**src/rtl/demux_1t8_32_buf.sv**
```systemverilog
// Buffered 1-to-8 demultiplexer: one valid/ready input steered into eight single-entry
// holding registers, each drained by its own consumer. Broadcast option: DEMUX_BCAST_EN.
module demux_1t8_32_buf #(
  parameter int WIDTH = 32
) (
  input  logic                 clk,
  input  logic                 rst_n,
  input  logic                 in_valid,
  output logic                 in_ready,
  input  logic [2:0]           in_sel,
  input  logic [WIDTH-1:0]     in_data,
`ifdef DEMUX_BCAST_EN
  input  logic                 in_bcast,
`endif
  output logic [7:0]           out_valid,
  input  logic [7:0]           out_ready,
  output logic [8*WIDTH-1:0]   out_data,
  output logic [3:0]           occ
);

  localparam int LANES = 8;

  logic [LANES-1:0] full;
  logic [LANES-1:0] lane_free;
  logic [LANES-1:0] load;
  logic [LANES-1:0] full_nxt;
  logic [WIDTH-1:0] data_q [LANES];
  logic             accept;

  // A lane can take a word if it is empty or is being drained on this same edge.
  assign lane_free = ~full | out_ready;

`ifdef DEMUX_BCAST_EN
  assign in_ready = in_bcast ? (&lane_free) : lane_free[in_sel];
`else
  assign in_ready = lane_free[in_sel];
`endif

  assign accept = in_valid && in_ready;

  always_comb begin
    // NOTE: every always_comb output gets a default first so no path can infer a latch.
    load = '0;
    if (accept) begin
`ifdef DEMUX_BCAST_EN
      if (in_bcast) load = '1;
      else          load[in_sel] = 1'b1;
`else
      load[in_sel] = 1'b1;
`endif
    end
    // Drain clears, load sets; a same-edge drain+load leaves the lane full with the new word.
    full_nxt = (full & ~out_ready) | load;
  end

  // NOTE: state registers use non-blocking assignments so every flop samples pre-edge values.
  always_ff @(posedge clk or negedge rst_n) begin
    if (!rst_n) begin
      full <= '0;
      occ  <= '0;
    end else begin
      full <= full_nxt;
      occ  <= 4'($countones(full_nxt));
    end
  end

  // NOTE: the holding registers are reset because out_data must read zero straight out of reset.
  always_ff @(posedge clk or negedge rst_n) begin
    if (!rst_n) begin
      for (int k = 0; k < LANES; k++) data_q[k] <= '0;
    end else begin
      for (int k = 0; k < LANES; k++) begin
        if (load[k]) data_q[k] <= in_data;
      end
    end
  end

  assign out_valid = full;

  for (genvar g = 0; g < LANES; g++) begin : g_lane
    assign out_data[g*WIDTH +: WIDTH] = data_q[g];
  end

endmodule

```
**config.mk**
```make
export PLATFORM = sky130hd
export DESIGN_NAME = demux_1t8_32_buf
export DESIGN_NICKNAME = d
export VERILOG_FILES = /design/src/rtl/demux_1t8_32_buf.sv
export SDC_FILE = /design/constraint.sdc
export NUM_CORES = 1
export LEC_CHECK = 0
export BUFFER_PORTS_ARGS = -buffer_cell sky130_fd_sc_hd__buf_2
export CORE_MARGIN = 10
export CORE_UTILIZATION = 51
export CTS_CLUSTER_SIZE = 24
export DETAILED_ROUTE_END_ITERATION = 12
export PLACE_DENSITY = 0.91
export SLEW_MARGIN = 20
export SYNTH_ARGS = -nofsm -noshare
export SYNTH_HDL_FRONTEND = slang
export SYNTH_SLANG_ARGS = --single-unit
```
**constraint.sdc**
```tcl
create_clock -name clk -period 4.35 [get_ports clk]
set_input_delay 1.0875 -clock clk [delete_from_list [all_inputs] [get_ports clk]]
set_output_delay 1.0875 -clock clk [all_outputs]
set_load 0.02 [all_outputs]
```
==> impl_metrics.toml <==
[setup_path]
crit_path_frequent_cell = "fa_1"
reg2reg_slack_ns = 1.15
path_buf_inv = 3
path_depth = 12
rr_startpoint = "out_valid[1]"
worst-path-max-fanout = 4
start_kind = "primary input"
cp-startpoint = "in_valid"
crit_path_cell_trace = "buf_2 -> nor2b_1 -> nand4b_1 -> nand2_1 -> fa_1 -> inv_1 -> fa_1 -> fa_1 -> inv_1 -> ha_1 -> fa_1 -> xor2_1"
crit_slowest_cell = "fa_1"
crit_family = "adder cells"
critical_path_class = "in2reg"
r2r_end = "occ[2]"
crit_arrival_ns = 4.07
endpoint = "occ[2]"
worst_path_largest_cell_delay_ns = 0.54
cp.required_ns = 4.77
end_kind = "register"
rr_worst_depth = 11

[clock_tree]
cts_root_buf = "clkbuf_16"
numCtsBuffers = 27
cts_sinks = 268
cts_buffer_depth = 3
ctsHoldBuffers = 0
cts_tree = "done"
clkSlewWorstSetupHoldPaths_ns = 0.06
cts_resized = 0
post_cts_buffers = 0
h-tree-depth = 1
clk_latency_ns = 0.54

[pwr]
power.density_nw_per_um2 = 591.8
vdd_drop_max_uv = 459.6
cellLeakagePower_uw = 0.006317

[place]
hpwlAfterDp_mm = 19.67
gp_congestion = 0.8512
placed_cell_area_um2 = 12100
numPortBuffers = 314
place_ws_ns = 0.1441

[timing]
min_period_ns = 3.643
finClkSkew_ns = 0.02544
relSlewSlack_pct = 34.31
timing.final.crit_share_pct = 83.74
max_freq_mhz = 274.5
setup_viol = 0
layout_setup_ws_ns = 0.7073
worst_pin_slew_ns = 0.9854
rsz0062_at_grt = "no"
setup_tns_ns = 0
finalHoldViolCount = 0
finalMaxSlewViolations = 0

[die]
fp.dieW_um = 161.5
boundaryPins = 315
die_area_um2 = 26070
start_util_pct = 52.10
chipHeight_um = 161.5
rows = 51
design.core.area_um2 = 19590

[logic_synthesis]
synth_top_area_share_pct = 65.70
syn_area_per_cell_um2 = 16.93
synth_nets = 656
netlist_top_cells_area = "dfrtp_1 (66%), mux2_2 (28%), buf_2 (0.98%)"
synth-async-reset-ratio_pct = 100.0
synth-main-ff-cell = "dfrtp_1"
ys_seq_area_share_pct = 65.70
ys_top_cells_by_count = "dfrtp_1 (268), mux2_2 (251), buf_2 (20)"
yosysWarnings = 0
synth_edf_count = 0
ys_ff_latch = 268
synth_most_common_cell = "dfrtp_1"
synth_cell_types = 27
synth_top_cell_by_area = "dfrtp_1"
syn_area_um2 = 10210
synthCells = 603

[grt]
gr-usage-met2_pct = 35.71
grt_pass1_vias = 7376
met1_usage_pct = 23.33
grt_max_degree = 134
track_usage_pct = 20.93
grt_pass1_wl_mm = 43.56
antenna_found_initial = 0
gr-total-overflow = 0
top_usage_layer = "met2"
use_met3_pct = 8.871

[drt]
first_pass_iters = 5
vias = 6531
wl_per_cell_um = 23.20
postRouteAntennaNets = 0
routed_wl_mm = 28.26
avgViaCountPerCell = 5.362
post-route-drc-count = 0
drtIter0Drc = 357

[final_layout]
regArea_um2 = 6706
finalInstanceArea_um2 = 12960
multiInputGateArea_um2 = 3343
diodes = 0
layout-drive-gt1-share_pct = 65.90
fillers = 1325
nNetsFinal = 986
area_growth_pct = 27.00

[hold_path]
hp-class = "reg2reg"

[status]
status = "finished, final reports clean"

[job]
cap_viol_max_count = 0
-- flip-flops by register name, summed over array words and instances (netlist names) --
name / flops
occ: 4
out_data: 256
out_valid: 8
-- report_power, final --
| part | switching, uW | internal, uW |
|---|---|---|
| logic | 1290 | 806 |
| registers | 299 | 3040 |
| clock network | 926 | 1300 |
-- per-layer routing --
| layer | share of wire (%) | up-vias |
|---|---|---|
| met4 | 3.0 | 0 |
| met5 | 0 | - |
| met3 | 11 | 59 |
| met1 | 37 | 3378 |
| li1 | - | 2797 |
| met2 | 49 | 297 |
-- cell usage in the layout (no fill, tap or decap), drive strengths merged --
cell type / n
bufinv: 1
dfrtp: 268
nand4: 1
clkinv: 5
inv: 6
a21oi: 1
nand3: 1
nand4b: 2
clkbuf: 41
o21ai: 2
nor3: 1
nor3b: 1
and2: 1
mux2: 257
mux4: 2
fa: 4
xor2: 1
nand2: 6
ha: 3
buf: 327
clkinvlp: 1
nor4b: 2
nand2b: 9
nor2: 3
nor2b: 5
or2: 2
-- area by class of cell --
class,instances,share of cell area (%)
tap,265,2.558
multi-input combinational,304,25.79
timing repair buffer,327,13.15
clock inverter,8,0.5501
sequential,268,51.73
inverter,5,0.1448
clock buffer,41,6.080
-- kinds of logic (layout without fill, tap and decap cells) --
group	Yosys count	in the layout	share of synthesized area, %
compound gates	3	3	0.1471
simple gates	34	34	2.366
mux	259	259	28.83
xor+xnor	1	1	0.08582
buf+inv	31	381	1.716
flops	268	268	65.70
fa+ha+maj	7	7	1.152
-- per-stage QoR --
| stage | power (uW) | util [%] | hold WS, ns | cells |
|---|---|---|---|---|
| final | 7672 | 66.17 | 0.4915 | 1218 |
| after global routing | 8014 | 66.17 | 0.5111 | 1218 |
| after CTS | 7738 | 66.17 | 0.4880 | 1218 |
| after detailed placement | 5491 | 61.79 | 0.4751 | 1169 |
| after global placement | 5396 | 61.79 | 0.4630 | 1169 |
| after floorplan | 4559 | - | 0.6095 | 603 |
-- how the worst min path moves through the flow --
stage | from | endpoint | slack (ns) | cells after the start
after global routing | out_data[74] | out_data[74] | 0.51 | 1
after detailed placement | out_data[222] | out_data[222] | 0.48 | 1
after floorplan | out_data[229] | out_data[229] | 0.61 | 1
after CTS | out_data[222] | out_data[222] | 0.49 | 1
final | out_data[222] | out_data[222] | 0.49 | 1
after global placement | out_data[190] | out_data[190] | 0.46 | 1
(Power assumes the default switching activity.)
